<file path="src/rtl/fp_expand_pkg.sv">
// fp_expand shared definitions: widths, FSM state encoding, negate helper.
// Reused by the top, its interface and the bench.
package fp_expand_pkg;

    localparam int D_W = 13;
    localparam int E_W = 3;
    localparam int F_W = 5;

    typedef enum logic [1:0] {
        ST_IDLE  = 2'd0,
        ST_SHIFT = 2'd1,
        ST_HOLD  = 2'd2
    } state_t;

    // Two's-complement negate modulo 2^D_W when sgn is set.
    function automatic logic [D_W-1:0] apply_sign(
        input logic           sgn,
        input logic [D_W-1:0] m
    );
        return sgn ? (~m + D_W'(1)) : m;
    endfunction

endpackage

</file>
<file path="src/rtl/fp_expand_if.sv">
// fp_expand handshake bundle: input sample {s,e,f} with valid/ready,
// result out_d with valid/ready, plus busy. slave = block, master = source/sink.
interface fp_expand_if
    import fp_expand_pkg::*;
();

    logic           in_valid;
    logic           in_ready;
    logic           in_s;
    logic [E_W-1:0] in_e;
    logic [F_W-1:0] in_f;
    logic           out_valid;
    logic           out_ready;
    logic [D_W-1:0] out_d;
    logic           busy;

    modport slave (
        input  in_valid, in_s, in_e, in_f, out_ready,
        output in_ready, out_valid, out_d, busy
    );

    modport master (
        output in_valid, in_s, in_e, in_f, out_ready,
        input  in_ready, out_valid, out_d, busy
    );

endinterface

</file>
<file path="src/rtl/fp_expand.sv">
// fp_expand: rebuilds the signed linear value (S ? -1 : 1) * (F << E)
// with one left shift per clock. Ports: clk, rst (sync, active-high),
// bus (fp_expand_if.slave: in_valid/in_ready/in_s/in_e/in_f,
// out_valid/out_ready/out_d, busy).
// Optional: FP_EXPAND_MIDPOINT_EN adds 1<<(E-1) before negation so the
// result is the midpoint of the quantisation interval.
module fp_expand
    import fp_expand_pkg::*;
(
    input  logic        clk,
    input  logic        rst,
    fp_expand_if.slave  bus
);

    state_t         state;
    state_t         state_nx;
    logic [D_W-1:0] mag;
    logic [D_W-1:0] mag_nx;
    logic [E_W-1:0] cnt;
    logic [E_W-1:0] cnt_nx;
    logic           sgn;
    logic           sgn_nx;
    logic [D_W-1:0] out_d;
    logic [D_W-1:0] out_d_nx;
    logic           out_valid;
    logic           out_valid_nx;
    logic [D_W-1:0] fin_mag;

`ifdef FP_EXPAND_MIDPOINT_EN
    // Original exponent kept so the rounding offset is known once cnt is 0.
    logic [E_W-1:0] exp_q;
    logic [E_W-1:0] exp_nx;
    logic [D_W-1:0] half;

    assign half    = (exp_q != '0) ? (D_W'(1) << (exp_q - 1'b1)) : '0;
    assign fin_mag = mag + half;
`else
    assign fin_mag = mag;
`endif

    always_comb begin
        state_nx     = state;
        mag_nx       = mag;
        cnt_nx       = cnt;
        sgn_nx       = sgn;
        out_d_nx     = out_d;
        out_valid_nx = out_valid;
`ifdef FP_EXPAND_MIDPOINT_EN
        exp_nx       = exp_q;
`endif
        unique case (1'b1)
            (state == ST_IDLE): begin
                if (bus.in_valid) begin
                    mag_nx   = D_W'(bus.in_f);
                    cnt_nx   = bus.in_e;
                    sgn_nx   = bus.in_s;
`ifdef FP_EXPAND_MIDPOINT_EN
                    exp_nx   = bus.in_e;
`endif
                    state_nx = ST_SHIFT;
                end
            end
            (state == ST_SHIFT): begin
                if (cnt != '0) begin
                    mag_nx = mag << 1;
                    cnt_nx = cnt - 1'b1;
                end else begin
                    // F=0 negates to 0, so there is no negative zero.
                    out_d_nx     = apply_sign(sgn, fin_mag);
                    out_valid_nx = 1'b1;
                    state_nx     = ST_HOLD;
                end
            end
            (state == ST_HOLD): begin
                if (bus.out_ready) begin
                    out_valid_nx = 1'b0;
                    state_nx     = ST_IDLE;
                end
            end
            default: begin
                state_nx     = ST_IDLE;
                out_valid_nx = 1'b0;
            end
        endcase
    end

    always_ff @(posedge clk) begin
        if (rst) begin
            state     <= ST_IDLE;
            mag       <= '0;
            cnt       <= '0;
            sgn       <= 1'b0;
            out_d     <= '0;
            out_valid <= 1'b0;
`ifdef FP_EXPAND_MIDPOINT_EN
            exp_q     <= '0;
`endif
        end else begin
            state     <= state_nx;
            mag       <= mag_nx;
            cnt       <= cnt_nx;
            sgn       <= sgn_nx;
            out_d     <= out_d_nx;
            out_valid <= out_valid_nx;
`ifdef FP_EXPAND_MIDPOINT_EN
            exp_q     <= exp_nx;
`endif
        end
    end

    assign bus.in_ready  = (state == ST_IDLE) && !rst;
    assign bus.busy      = (state == ST_SHIFT) || (state == ST_HOLD);
    assign bus.out_valid = out_valid;
    assign bus.out_d     = out_d;

endmodule
</file>
<file path="src/flat_wrapper.sv">
// flat-port wrapper written by rule: the top's interface ports become plain ports
module fp_expand_flat import fp_expand_pkg::*;
  (clk, rst, bus_in_valid, bus_in_s, bus_in_e, bus_in_f, bus_out_ready, bus_in_ready, bus_out_valid, bus_out_d, bus_busy);
  fp_expand_if bus_i ();
  input  logic clk;
  input  logic rst;
  input wire logic [$bits(bus_i.in_valid)-1:0] bus_in_valid;
  input wire logic [$bits(bus_i.in_s)-1:0] bus_in_s;
  input wire logic [$bits(bus_i.in_e)-1:0] bus_in_e;
  input wire logic [$bits(bus_i.in_f)-1:0] bus_in_f;
  input wire logic [$bits(bus_i.out_ready)-1:0] bus_out_ready;
  output wire logic [$bits(bus_i.in_ready)-1:0] bus_in_ready;
  output wire logic [$bits(bus_i.out_valid)-1:0] bus_out_valid;
  output wire logic [$bits(bus_i.out_d)-1:0] bus_out_d;
  output wire logic [$bits(bus_i.busy)-1:0] bus_busy;
  assign bus_i.in_valid = bus_in_valid;
  assign bus_i.in_s = bus_in_s;
  assign bus_i.in_e = bus_in_e;
  assign bus_i.in_f = bus_in_f;
  assign bus_i.out_ready = bus_out_ready;
  assign bus_in_ready = bus_i.in_ready;
  assign bus_out_valid = bus_i.out_valid;
  assign bus_out_d = bus_i.out_d;
  assign bus_busy = bus_i.busy;
  fp_expand u_core (.clk(clk), .rst(rst), .bus(bus_i));
endmodule
</file>
<file path="config.mk">
export PLATFORM = sky130hd
export DESIGN_NAME = fp_expand_flat
export DESIGN_NICKNAME = d
export VERILOG_FILES = /design/src/rtl/fp_expand_pkg.sv /design/src/rtl/fp_expand_if.sv /design/src/rtl/fp_expand.sv /design/src/flat_wrapper.sv
export SDC_FILE = /design/constraint.sdc
export NUM_CORES = 1
export LEC_CHECK = 0
export CAP_MARGIN = 10
export CORE_UTILIZATION = 56
export CTS_BUF_LIST = sky130_fd_sc_hd__clkbuf_16
export CTS_CLUSTER_DIAMETER = 100
export DETAILED_ROUTE_END_ITERATION = 6
export PLACE_DENSITY = 0.81
export SETUP_SLACK_MARGIN = 0.1
export SYNTH_ARGS = -nofsm -noshare
export SYNTH_HDL_FRONTEND = slang
export SYNTH_SLANG_ARGS = --single-unit
</file>
<file path="constraint.sdc">
create_clock -name clk -period 4.2 [get_ports clk]
set_input_delay 0.84 -clock clk [delete_from_list [all_inputs] [get_ports clk]]
set_output_delay 0.84 -clock clk [all_outputs]
set_load 0.1 [all_outputs]
</file>
# Word level (Yosys, flattened, before mapping)
# Cells that the tools add are included.
[totals]
reg_bits = 33
inputBits = 13
output_inout_bits = 16
word_cells = 42
[classes]
addsub = 2
n_eq_ne = 6
n_mux = 14
bitwise = 3
reduce_logical = 11
[ops]
columns = ["operator", "count"]
rows = [
  ["two-way mux 13 bit", 3],
  ["one-hot mux 13 bit (2 select lines)", 1],
  ["adder 13 x 1 -> 13 bit (second input constant)", 1],
  ["inverter 13 bit", 1],
  ["AND reduction 3 bit", 3],
  ["two-way mux 2 bit", 3],
  ["two-way mux 3 bit", 2],
  ["inequality test 2 bit (second input constant)", 3],
  ["one-hot mux 2 bit (3 select lines)", 1],
  ["one-hot mux 3 bit (2 select lines)", 1],
  ["AND reduction 2 bit", 2],
  ["one-hot mux 1 bit (3 select lines)", 1],
  ["nonzero test 3 bit", 1],
  ["subtractor 3 x 1 -> 3 bit (second input constant)", 1],
  ["equality test 2 x 1 -> 1 bit (second input constant)", 1],
  ["equality test 2 bit (second input constant)", 1],
  ["logical NOT 2 bit", 1],
  ["two-way mux 1 bit", 2],
  ["inequality test 2 x 1 -> 1 bit (second input constant)", 1],
  ["inverter 1 bit", 2],
  ["nonzero test 2 bit", 1],
  ["logical AND 1 bit", 1],
  ["logical NOT 1 bit", 1],
  ["logical OR 1 bit", 1],
]

# Longest topological paths before layout
# Gate-level depths: netlist (run 1).
[logic_depth]
depth_word = 3
ltp_mapped = 8
mapped_depth_nobuf = 6

# Worst setup path before layout (run 1)
# OpenSTA, ideal clock, no wires.
[synth_timing]
kind = "input port to output port"
start = "input port rst"
end = "output port bus_in_ready"
t_arrival_ns = 2.328
t_required_ns = 3.360
setup_slack_ns = 1.032
cell_stages = 2
path_buffers = 1
path_cell_list = "clkbuf_1 nor2b_1"
[synth_via]
elab_chain_len = 2
[synth_lines]
columns = ["element", "line_no", "text"]
rows = [
  ["from (decl)", "flat_wrapper.sv:6", "input logic rst;"],
  ["logical NOT 1 bit", "fp_expand.sv:111", "assign bus.in_ready = (state == ST_IDLE) && !rst;"],
  ["logical AND 1 bit", "fp_expand.sv:111", ""],
  ["to (decl)", "flat_wrapper.sv:12", "output wire logic [$bits(bus_i.in_ready)-1:0] bus_in_ready;"],
]
# No other way between the ends.

# Final worst setup path (run 1)
[layout_timing]
start = "register u_core.state[1]"
end = "output port bus_busy"
[layout_via]
elab_chain_len = 2
word_cells_on_any_way = 3
classes_between = "eq/ne: 2; reduce/logical: 1"
[layout_lines]
columns = ["element", "line_no", "text"]
rows = [
  ["from (decl)", "fp_expand.sv:15", "state_t state;"],
  ["from (signal assigned)", "fp_expand.sv:99", "state <= state_nx;"],
  ["equality test 2 x 1 -> 1 bit / equality test 2 bit (equally long branches)", "fp_expand.sv:112", "assign bus.busy = (state == ST_SHIFT) || (state == ST_HOLD);"],
  ["logical OR 1 bit (*)", "fp_expand.sv:112", ""],
  ["to (decl)", "flat_wrapper.sv:15", "output wire logic [$bits(bus_i.busy)-1:0] bus_busy;"],
]
# Every way passes the cells marked *; elsewhere a longest branch is shown, timed or not.

==> results of run 1 <==
stage by stage:
stage          cells  util, %  setup WS, ns
6_report         252     75.4          1.24
4_1_cts          252     75.4          1.23
5_1_grt          252     75.4          1.20
2_1_floorplan    199        -          1.03
3_5_place_dp     244     69.6          1.42
3_3_place_gp     244     69.6          1.42
worst register-to-register path, stage by stage, from the launching register on:
cell,delay [ns]
sky130_fd_sc_hd__dfxtp_1,0.33
sky130_fd_sc_hd__inv_1,0.10
sky130_fd_sc_hd__ha_1,0.75
sky130_fd_sc_hd__mux2i_1,0.36
sky130_fd_sc_hd__nor2_4,0.43
sky130_fd_sc_hd__nand3_1,0.16
sky130_fd_sc_hd__a21oi_1,0.23
synth_stat cells (all sizes together):
| master | n | area (um2) |
|---|---|---|
| dfxtp | 33 | 661 |
| nor2 | 29 | 116 |
| a211oi | 17 | 128 |
| mux2i | 14 | 140 |
| nand2 | 14 | 52.6 |
| a21oi | 12 | 60.1 |
| inv | 10 | 37.5 |
| nand3 | 10 | 50.1 |
| buf | 8 | 45.0 |
| clkbuf | 8 | 33.8 |
| ha | 7 | 87.6 |
| xnor2 | 6 | 52.6 |
| o21ai | 4 | 20.0 |
| a31oi | 3 | 18.8 |
| nor2b | 3 | 18.8 |
| a41oi | 2 | 17.5 |
| nand3b | 2 | 15.0 |
| nor3 | 2 | 10.0 |
| nor4b | 2 | 17.5 |
| xor2 | 2 | 17.5 |
| a221oi | 1 | 8.76 |
| a311oi | 1 | 8.76 |
| a41o | 1 | 10.0 |
| and3b | 1 | 8.76 |
| nand2b | 1 | 6.26 |
| nand4b | 1 | 8.76 |
| nor4 | 1 | 12.5 |
| o41ai | 1 | 27.5 |
| or2 | 1 | 6.26 |
| or3 | 1 | 6.26 |
| or4b | 1 | 13.8 |
sequential cells by signal (all words and copies together), names as in the netlist:
| name | flops |
|---|---|
| u_core.bus.out_d | 13 |
| u_core.bus.out_valid | 1 |
| u_core.cnt | 3 |
| u_core.fin_mag | 13 |
| u_core.sgn | 1 |
| u_core.state | 2 |
area by class of cell:
| type | count | area (um2) | share of cell area [%] |
|---|---|---|---|
| clock buffers | 5 | 125 | 5.87 |
| clock inverters | 3 | 37.5 | 1.76 |
| inverters | 10 | 37.5 | 1.76 |
| multi-input cells | 140 | 940 | 44.1 |
| flip-flops and latches | 33 | 661 | 31.0 |
| well taps | 31 | 38.8 | 1.82 |
| repair buffers | 30 | 293 | 13.7 |
layer usage:
layer | share of wire (%) | routed length, um | track usage, %
met1 | 41 | 1520 | 23.8
met2 | 53 | 1970 | 48.0
met5 | 0 | 0 | 0
met3 | 4.0 | 148 | 4.99
met4 | 1.4 | 52 | 14.3
cells by family (layout without fill, tap and decap cells):
logic type      count (synthesis)  after routing
flops                          33             33
xor+xnor                        8              8
compound gates                 42             42
simple gates                   69             69
buf+inv                        26             48
mux                            14             14
fa+ha+maj                       7              7
final timing paths:
path / startpoint / end / slack, ns / depth (start not counted)
max: u_core.state[1]$_SDFFE_PP0P_ / bus_busy / 1.24 / 3
min: u_core.fin_mag[12]$_SDFFE_PP0P_ / u_core.fin_mag[12]$_SDFFE_PP0P_ / 0.47 / 2
max reg2reg: u_core.state[1]$_SDFFE_PP0P_ / u_core.fin_mag[10]$_SDFFE_PP0P_ / 1.75 / 6
min reg2reg: u_core.fin_mag[12]$_SDFFE_PP0P_ / u_core.fin_mag[12]$_SDFFE_PP0P_ / 0.47 / 2
==> impl_table.tex, run 1 <==
\begin{tabular}{lr}
\hline
Metric & Value \\
\hline
\multicolumn{2}{l}{\textbf{Hold path}} \\
\quad Hold Crit Class & reg2reg \\
\multicolumn{2}{l}{\textbf{STA}} \\
\quad Setup violations, final & 0 \\
\quad Clock skew & 0.00598 ns \\
\quad RSZ-0062 raised after global routing & no \\
\quad Number of pins with negative max-slew slack in the final report & 0 \\
\quad Accumulated negative setup slack & 0 ns \\
\quad Upper clock frequency limit & 338 MHz \\
\quad Least-Margin Pin Slew & 0.969 ns \\
\quad Total count of hold-check failures in the final report & 0 \\
\quad Portion of the clock cycle consumed by the worst path in the final layout & 70.4\% \\
\quad Hold Slack & 0.472 ns \\
\quad Normalized max-slew margin & 35.2\% \\
\quad Post-layout min period & 2.96 ns \\
\multicolumn{2}{l}{\textbf{Place}} \\
\quad Area after detailed placement & 1970 um2 \\
\quad Number of buffers inserted by port buffering & 28 \\
\quad HPWL after detailed placement & 2.48 mm \\
\quad Final RePlAce weighted congestion & 0.766 \\
\multicolumn{2}{l}{\textbf{Final layout}} \\
\quad Final cell area excluding filler cells & 2130 um2 \\
\quad Most common library cell in the layout ignoring fill and taps & sky130\_fd\_sc\_hd\_\_dfxtp\_1 \\
\quad Most frequent cells in the layout & 33 x sky130\_fd\_sc\_hd\_\_dfxtp\_1, 28 x sky130\_fd\_sc\_hd\_\_nor2\_1, 27 x sky130\_fd\_sc\_hd\_\_clkdlybuf4s50\_1 \\
\quad Layout cell share with drive strength beyond 1 & 5.88\% \\
\quad Fill cell count & 219 \\
\quad Antenna diode instance count & 0 \\
\quad Area added between synthesis and finish & 24.2\% \\
\quad Post-layout net count & 240 \\
\multicolumn{2}{l}{\textbf{Logic synthesis}} \\
\quad Synthesized-area fraction occupied by and/or/nand/nor cells & 20.0\% \\
\quad Mean Syn Cell Area & 8.63 um2 \\
\quad Synthesized flop and latch total & 33 \\
\quad Synthesized-area fraction occupied by xor and xnor cells & 4.08\% \\
\quad Seq/Total Area, Yosys & 38.5\% \\
\quad Complex-gate fraction of the synthesized area & 17.4\% \\
\quad Distinct cell type count after synthesis & 35 \\
\quad Count of warnings emitted by yosys & 0 \\
\quad Adder and majority cell fraction of the synthesized area & 5.10\% \\
\quad Main combinational cell family by area after synthesis & simple AND/OR/NAND/NOR gates \\
\quad Post-synthesis instance total & 199 \\
\quad Netlist area before placement & 1720 um2 \\
\quad Proportion of synthesized area in mux cells & 8.16\% \\
\quad Net count after synthesis & 219 \\
\multicolumn{2}{l}{\textbf{Routing}} \\
\quad Count of TritonRoute iterations in the first routing pass & 6 \\
\quad Routed length per instance & 14.6 um \\
\quad Aggregate routed wire length & 3.69 mm \\
\quad Count of unresolved DRC violations after routing & 2 \\
\quad Number of violations reported at the end of detailed-routing iteration 0 & 36 \\
\quad Number of vias after detailed routing & 1470 \\
\quad Residual antenna-violating net count after detailed routing & 0 \\
\quad Average vias per placed instance & 5.83 \\
\multicolumn{2}{l}{\textbf{Global route}} \\
\quad Largest net degree at the start of global routing & 35 \\
\quad Overflow after GRT & 0 \\
\quad Wire length of the first global-routing pass & 6.18 mm \\
\quad Vias in the first global route & 1469 \\
\quad Overall global routing resource usage & 24.8\% \\
\quad Initial antenna violation count & 0 \\
\multicolumn{2}{l}{\textbf{Clock network}} \\
\quad Number of buffers created by CTS & 5 \\
\quad Post CTS Setup Buffer Count & 0 \\
\quad Clock transition at the registers of the reported paths & 0.05 ns \\
\quad Hold\_buf cts & 0 \\
\quad Post-cts resize count & 0 \\
\quad Clock Tree Root & sky130\_fd\_sc\_hd\_\_clkbuf\_16 \\
\quad Clk\_lat worst skew & 0.27 ns \\
\quad H-tree lvl count & 2 \\
\quad CTS tree & yes \\
\quad Worst-case clock buffer depth & 2 \\
\quad Count of clock tree sinks & 33 \\
\multicolumn{2}{l}{\textbf{Floorplan}} \\
\quad Initial core utilization & 60.7\% \\
\quad Height of the die & 57.4 um \\
\quad Number of cell rows & 19 \\
\quad Area of the placeable core & 2830 um2 \\
\quad I/O Pins & 29 \\
\quad Die span in x & 57.4 um \\
\quad Die area & 3290 um2 \\
\multicolumn{2}{l}{\textbf{Setup path}} \\
\quad Element type at the critical path start & flop \\
\quad CP required & 3.36 ns \\
\quad Highest cell delay on the worst timing path & 1.12 ns \\
\quad Worst Path Class, Setup & reg2out \\
\quad Cell family contributing the most delay on the critical path & buffers and inverters \\
\quad Standard cell with the maximum stage delay on the critical path & sky130\_fd\_sc\_hd\_\_clkdlybuf4s50\_1 \\
\quad Number of buffer and inverter stages on the critical path & 2 \\
\quad Arrival time worst endpoint & 2.12 ns \\
\quad Crit path capture type & primary output \\
\quad Maximum net fanout on the critical path & 3 \\
\quad CP cell instances & inv\_1 > ha\_1 > clkdlybuf4s50\_1 \\
\multicolumn{2}{l}{\textbf{Outcome}} \\
\quad Violated checks & DRC \\
\quad Outcome & finished with violations \\
\multicolumn{2}{l}{\textbf{Flow run}} \\
\quad Number of max-cap violations & 0 \\
\hline
\end{tabular}
Power of run 1 is not shown: default switching activity piles up to over one toggle a cycle in this logic, so the estimate is an artifact.
==> inputs of run 2 (changes only) <==
- CORE_UTILIZATION: 56 -> 52
- PLACE_DENSITY: 0.81 -> 0.75
- clock period: 4.2 -> 3 ns (I/O delays scaled with it)
==> run 2 against run 1 <==
The run now ends clean. Register-to-register slack lost 1.1 ns. Final area shrank 1.8%. Hold slack gained 0.0032 ns. Clock-buffer cell count is the same. Largest cell class unchanged. Non-clock buffer count is the same. Die area grew 7.4%.
==> impl_table.tex, run 2 (synthesis gave the netlist of run 1 again) <==
\begin{tabular}{lr}
\hline
Metric & Value \\
\hline
\multicolumn{2}{l}{\textbf{Flow run}} \\
\quad Number of max-cap violations & 0 \\
\multicolumn{2}{l}{\textbf{Routing}} \\
\quad Count of unresolved DRC violations after routing & 0 \\
\quad Number of vias after detailed routing & 1460 \\
\quad Number of violations reported at the end of detailed-routing iteration 0 & 66 \\
\quad Average vias per placed instance & 5.53 \\
\quad Routed length per instance & 13.3 um \\
\quad Count of TritonRoute iterations in the first routing pass & 5 \\
\quad Aggregate routed wire length & 3.52 mm \\
\quad Residual antenna-violating net count after detailed routing & 0 \\
\multicolumn{2}{l}{\textbf{Clock network}} \\
\quad Clock transition at the registers of the reported paths & 0.05 ns \\
\quad Post CTS Setup Buffer Count & 0 \\
\quad Worst-case clock buffer depth & 2 \\
\quad CTS tree & yes \\
\quad Post-cts resize count & 0 \\
\quad Hold\_buf cts & 0 \\
\quad Count of clock tree sinks & 33 \\
\quad H-tree lvl count & 2 \\
\quad Clock Tree Root & sky130\_fd\_sc\_hd\_\_clkbuf\_16 \\
\quad Number of buffers created by CTS & 5 \\
\quad Clk\_lat worst skew & 0.27 ns \\
\multicolumn{2}{l}{\textbf{Final layout}} \\
\quad Most common library cell in the layout ignoring fill and taps & sky130\_fd\_sc\_hd\_\_dfxtp\_1 \\
\quad Post-layout net count & 240 \\
\quad Area added between synthesis and finish & 21.9\% \\
\quad Antenna diode instance count & 0 \\
\quad Layout cell share with drive strength beyond 1 & 12.3\% \\
\quad Most frequent cells in the layout & 33 x sky130\_fd\_sc\_hd\_\_dfxtp\_1, 28 x sky130\_fd\_sc\_hd\_\_nor2\_1, 17 x sky130\_fd\_sc\_hd\_\_a211oi\_1, 17 x sky130\_fd\_sc\_hd\_\_buf\_4 \\
\quad Fill cell count & 273 \\
\multicolumn{2}{l}{\textbf{STA}} \\
\quad Number of pins with negative max-slew slack in the final report & 0 \\
\quad Clock skew & 0.00434 ns \\
\quad RSZ-0062 raised after global routing & no \\
\quad Portion of the clock cycle consumed by the worst path in the final layout & 78.9\% \\
\quad Setup violations, final & 0 \\
\quad Normalized max-slew margin & 39.6\% \\
\quad Accumulated negative setup slack & 0 ns \\
\quad Total count of hold-check failures in the final report & 0 \\
\quad Least-Margin Pin Slew & 0.907 ns \\
\quad Post-layout min period & 2.37 ns \\
\quad Upper clock frequency limit & 423 MHz \\
\multicolumn{2}{l}{\textbf{Floorplan}} \\
\quad Number of cell rows & 20 \\
\quad Initial core utilization & 55.3\% \\
\quad Height of the die & 59.5 um \\
\quad Area of the placeable core & 3100 um2 \\
\quad I/O Pins & 29 \\
\quad Die span in x & 59.5 um \\
\quad Die area & 3530 um2 \\
\multicolumn{2}{l}{\textbf{Place}} \\
\quad Final RePlAce weighted congestion & 0.765 \\
\quad HPWL after detailed placement & 2.46 mm \\
\quad Number of buffers inserted by port buffering & 28 \\
\multicolumn{2}{l}{\textbf{Setup path}} \\
\quad CP cell instances & inv\_1 > ha\_1 > mux2i\_1 > or2\_1 > nor2\_1 > a211oi\_1 \\
\quad Number of buffer and inverter stages on the critical path & 1 \\
\quad Worst Path Class, Setup & reg2reg \\
\quad Cell family contributing the most delay on the critical path & adder cells \\
\quad Crit path capture type & flop \\
\quad Maximum net fanout on the critical path & 23 \\
\quad Arrival time worst endpoint & 2.51 ns \\
\quad Element type at the critical path start & flop \\
\quad Highest cell delay on the worst timing path & 0.76 ns \\
\quad CP required & 3.14 ns \\
\quad Standard cell with the maximum stage delay on the critical path & sky130\_fd\_sc\_hd\_\_ha\_1 \\
\multicolumn{2}{l}{\textbf{Global route}} \\
\quad Wire length of the first global-routing pass & 5.98 mm \\
\quad Largest net degree at the start of global routing & 34 \\
\quad Initial antenna violation count & 0 \\
\quad Overflow after GRT & 0 \\
\quad Vias in the first global route & 1382 \\
\quad Overall global routing resource usage & 22.8\% \\
\multicolumn{2}{l}{\textbf{Outcome}} \\
\quad Outcome & complete, no violations \\
\multicolumn{2}{l}{\textbf{Hold path}} \\
\quad Hold Crit Class & reg2reg \\
\hline
\end{tabular}
-- run 2: worst paths after layout --
path,from,slack [ns],cells past startpoint,endpoint
worst min register to register,u_core.fin_mag[12]$_SDFFE_PP0P_,0.47,2,u_core.fin_mag[12]$_SDFFE_PP0P_
worst max-delay path,u_core.state[1]$_SDFFE_PP0P_,0.63,6,u_core.cnt[1]$_SDFFE_PP0P_
worst min-delay path,u_core.fin_mag[12]$_SDFFE_PP0P_,0.47,2,u_core.fin_mag[12]$_SDFFE_PP0P_
worst max register to register,u_core.state[1]$_SDFFE_PP0P_,0.63,6,u_core.cnt[1]$_SDFFE_PP0P_
-- run 2: through the flow --
| stage | cell area, um2 | setup slack, ns | std cells | utilization, % | hold WS, ns |
|---|---|---|---|---|---|
| 3_3_place_gp | 1960 | 0.786 | 257 | 63.2 | 0.464 |
| 5_1_grt | 2090 | 0.439 | 264 | 67.5 | 0.505 |
| 3_5_place_dp | 1960 | 0.691 | 257 | 63.2 | 0.468 |
| 4_1_cts | 2090 | 0.666 | 264 | 67.5 | 0.474 |
| 2_1_floorplan | 1720 | 0.312 | 199 | - | 0.444 |
| 6_report | 2090 | 0.634 | 264 | 67.5 | 0.475 |
-- run 2: routing by layer --
layer / vias up / part of all wire [%] / track usage (%)
met5: - / 0 / 0
met4: 0 / 0.99 / 10.9
met3: 4 / 5.9 / 5.24
met2: 52 / 49 / 38.8
met1: 667 / 44 / 26.9
li1: 737 / - / -
-- run 2: worst min-delay path, delay by kind of cell, from the launching register on --
| family | cells | cell delay, ns |
|---|---|---|
| AND/OR/NAND/NOR | 1 | 0.06 |
| flip-flops | 1 | 0.32 |
| AO/OA/AOI/OAI | 1 | 0.05 |
-- run 2: area by class of cell --
class,count,area [um2],share of cell area [%]
Sequential cell,33,661,31.6
Clock inverter,2,7.51,0.359
Timing Repair Buffer,30,268,12.8
Tap cell,44,55.1,2.63
Clock buffer,5,125,5.98
Multi-Input combinational cell,140,940,44.9
Inverter,10,37.5,1.79
Power of run 2 is left out for the same reason.
==> inputs of run 3 (changes only) <==
- CORE_UTILIZATION: 52 -> 47
- PLACE_DENSITY: 0.75 -> 0.72
- clock period: 3 -> 2.1 ns (I/O delays scaled with it)
==> run 3 against run 2 <==
Cell count is 3.0% higher. Routed wire length is 0.80% lower. Clock skew hardly changed.
==> impl_table.tex, run 3 (synthesis gave the netlist of run 1 again) <==
\begin{tabular}{lr}
\hline
Metric & Value \\
\hline
\multicolumn{2}{l}{\textbf{Setup path}} \\
\quad Crit Reg-Reg Startpoint & u\_core.state[0]\$\_SDFFE\_PP0P\_ \\
\quad CP required & 1.68 ns \\
\quad Worst Path Class, Setup & reg2out \\
\quad Element type at the critical path start & flop \\
\quad Highest cell delay on the worst timing path & 0.32 ns \\
\quad R2r worst-path depth & 6 \\
\quad Crit path capture type & primary output \\
\quad Maximum net fanout on the critical path & 7 \\
\quad CP cell instances & inv\_1 > ha\_1 > nor2b\_2 > buf\_12 \\
\quad Reg2Reg Capture Point & u\_core.cnt[1]\$\_SDFFE\_PP0P\_ \\
\quad Arrival time worst endpoint & 1.42 ns \\
\quad Setup slack on the worst flop-to-flop path & 0.28 ns \\
\quad Standard cell with the maximum stage delay on the critical path & sky130\_fd\_sc\_hd\_\_dfxtp\_1 \\
\multicolumn{2}{l}{\textbf{Floorplan}} \\
\quad Height of the die & 62.4 um \\
\quad Die span in x & 62.4 um \\
\quad Initial core utilization & 50.3\% \\
\quad Area of the placeable core & 3420 um2 \\
\quad Number of cell rows & 21 \\
\quad Die area & 3900 um2 \\
\quad I/O Pins & 29 \\
\multicolumn{2}{l}{\textbf{Final layout}} \\
\quad Most common library cell in the layout ignoring fill and taps & sky130\_fd\_sc\_hd\_\_dfxtp\_1 \\
\quad Share of the core filled with cells & 63.4\% \\
\quad Post-layout net count & 245 \\
\quad Area added between synthesis and finish & 26.2\% \\
\quad Most frequent cells in the layout & 33 x sky130\_fd\_sc\_hd\_\_dfxtp\_1, 28 x sky130\_fd\_sc\_hd\_\_nor2\_1, 20 x sky130\_fd\_sc\_hd\_\_buf\_4 \\
\quad Fill cell count & 295 \\
\quad Antenna diode instance count & 0 \\
\quad Layout cell share with drive strength beyond 1 & 15.5\% \\
\multicolumn{2}{l}{\textbf{Hold path}} \\
\quad Start point of the worst min-delay path & u\_core.bus.out\_d[8]\$\_SDFFE\_PP0P\_ \\
\quad Hold-critical path depth & 2 \\
\quad Sink of the worst hold path & u\_core.bus.out\_d[8]\$\_SDFFE\_PP0P\_ \\
\quad Hold Crit Class & reg2reg \\
\multicolumn{2}{l}{\textbf{Global route}} \\
\quad Wire length of the first global-routing pass & 6.03 mm \\
\quad Largest net degree at the start of global routing & 34 \\
\quad Overall global routing resource usage & 19.6\% \\
\quad Initial antenna violation count & 0 \\
\quad Vias in the first global route & 1331 \\
\quad Overflow after GRT & 0 \\
\multicolumn{2}{l}{\textbf{Place}} \\
\quad HPWL after detailed placement & 2.35 mm \\
\quad Number of buffers inserted by port buffering & 28 \\
\quad Final RePlAce weighted congestion & 0.759 \\
\quad Setup slack after placement & 0.105 ns \\
\multicolumn{2}{l}{\textbf{Routing}} \\
\quad Number of violations reported at the end of detailed-routing iteration 0 & 52 \\
\quad Routed length per instance & 12.8 um \\
\quad Average vias per placed instance & 5.40 \\
\quad Count of TritonRoute iterations in the first routing pass & 4 \\
\quad Count of unresolved DRC violations after routing & 0 \\
\quad Residual antenna-violating net count after detailed routing & 0 \\
\quad Aggregate routed wire length & 3.49 mm \\
\quad Number of vias after detailed routing & 1469 \\
\multicolumn{2}{l}{\textbf{STA}} \\
\quad Normalized max-slew margin & 66.4\% \\
\quad Number of pins with negative max-slew slack in the final report & 0 \\
\quad Setup violations, final & 0 \\
\quad Hold Slack & 0.496 ns \\
\quad RSZ-0062 raised after global routing & no \\
\quad Upper clock frequency limit & 543 MHz \\
\quad Portion of the clock cycle consumed by the worst path in the final layout & 87.7\% \\
\quad Least-Margin Pin Slew & 0.500 ns \\
\quad Minimum setup slack in the final design & 0.259 ns \\
\quad Clock skew & 0.00389 ns \\
\quad Post-layout min period & 1.84 ns \\
\quad Total count of hold-check failures in the final report & 0 \\
\quad Accumulated negative setup slack & 0 ns \\
\multicolumn{2}{l}{\textbf{Clock network}} \\
\quad Count of clock tree sinks & 33 \\
\quad CTS tree & yes \\
\quad Clock transition at the registers of the reported paths & 0.05 ns \\
\quad Number of buffers created by CTS & 5 \\
\quad Post-cts resize count & 0 \\
\quad Clk\_lat worst skew & 0.27 ns \\
\quad Worst-case clock buffer depth & 2 \\
\quad Clock Tree Root & sky130\_fd\_sc\_hd\_\_clkbuf\_16 \\
\quad H-tree lvl count & 2 \\
\multicolumn{2}{l}{\textbf{Outcome}} \\
\quad Outcome & complete, no violations \\
\multicolumn{2}{l}{\textbf{Flow run}} \\
\quad Number of max-cap violations & 0 \\
\hline
\end{tabular}
run 3: changes by cell type in the layout (fill, tap and decap cells not counted):
| cell | delta |
|---|---|
| sky130_fd_sc_hd__buf_4 | +3 |
| sky130_fd_sc_hd__buf_12 | +2 |
| sky130_fd_sc_hd__clkinv_2 | +2 |
| sky130_fd_sc_hd__clkinv_1 | -1 |
| sky130_fd_sc_hd__nor2b_1 | -1 |
| sky130_fd_sc_hd__nor2b_2 | +1 |
run 3: layout make-up:
class	instances	area [um2]	share of cell area [%]
clock buffer	5	125	5.77
multi-input combinational	140	942	43.5
timing repair buffer	35	330	15.2
sequential	33	661	30.5
clock inverter	3	13.8	0.635
tap	46	57.6	2.66
inverter	10	37.5	1.73
run 3: metrics by stage:
stage | cells | cell area (um2)
6_report | 272 | 2170
5_1_grt | 272 | 2170
4_1_cts | 271 | 2150
3_5_place_dp | 263 | 2010
3_3_place_gp | 263 | 2010
2_1_floorplan | 199 | 1720
run 3: what timing repair did:
action | 4_1_cts | 5_1_grt
buffers inserted | 0 | 1
endpoints found under the hold margin | 0 | 0
hold buffers | 0 | 0
endpoints found under the setup margin | 0 | 3
run 3: layer usage:
layer	routed length [um]	up-vias	GRT usage (%)	share of wire (%)
met5	0	-	0	0
met2	1640	32	31.7	47
met3	157	5	5.47	4.5
met1	1650	682	24.5	47
li1	-	750	-	-
met4	42	0	7.85	1.2
run 3: worst max path at each step:
stage	cells past startpoint	startpoint	slack, ns	endpoint
6_report	4	u_core.state[0]$_SDFFE_PP0P_	0.26	bus_in_ready
5_1_grt	6	u_core.state[0]$_SDFFE_PP0P_	0.13	u_core.cnt[1]$_SDFFE_PP0P_
4_1_cts	4	u_core.state[0]$_SDFFE_PP0P_	0.24	bus_in_ready
3_5_place_dp	6	bus_in_valid	0.10	u_core.fin_mag[3]$_SDFFE_PP0P_
3_3_place_gp	6	bus_in_valid	0.19	u_core.cnt[0]$_SDFFE_PP0P_
2_1_floorplan	4	u_core.state[0]$_SDFFE_PP0P_	0.15	bus_in_ready
run 3: critical path: cells and delay by family, from the launching register on:
family / cells / cell delay, ns
flops: 1 / 0.32
fa+ha+maj: 1 / 0.30
buf+inv: 2 / 0.29
simple gates: 1 / 0.23
Power of run 3 is left out for the same reason.
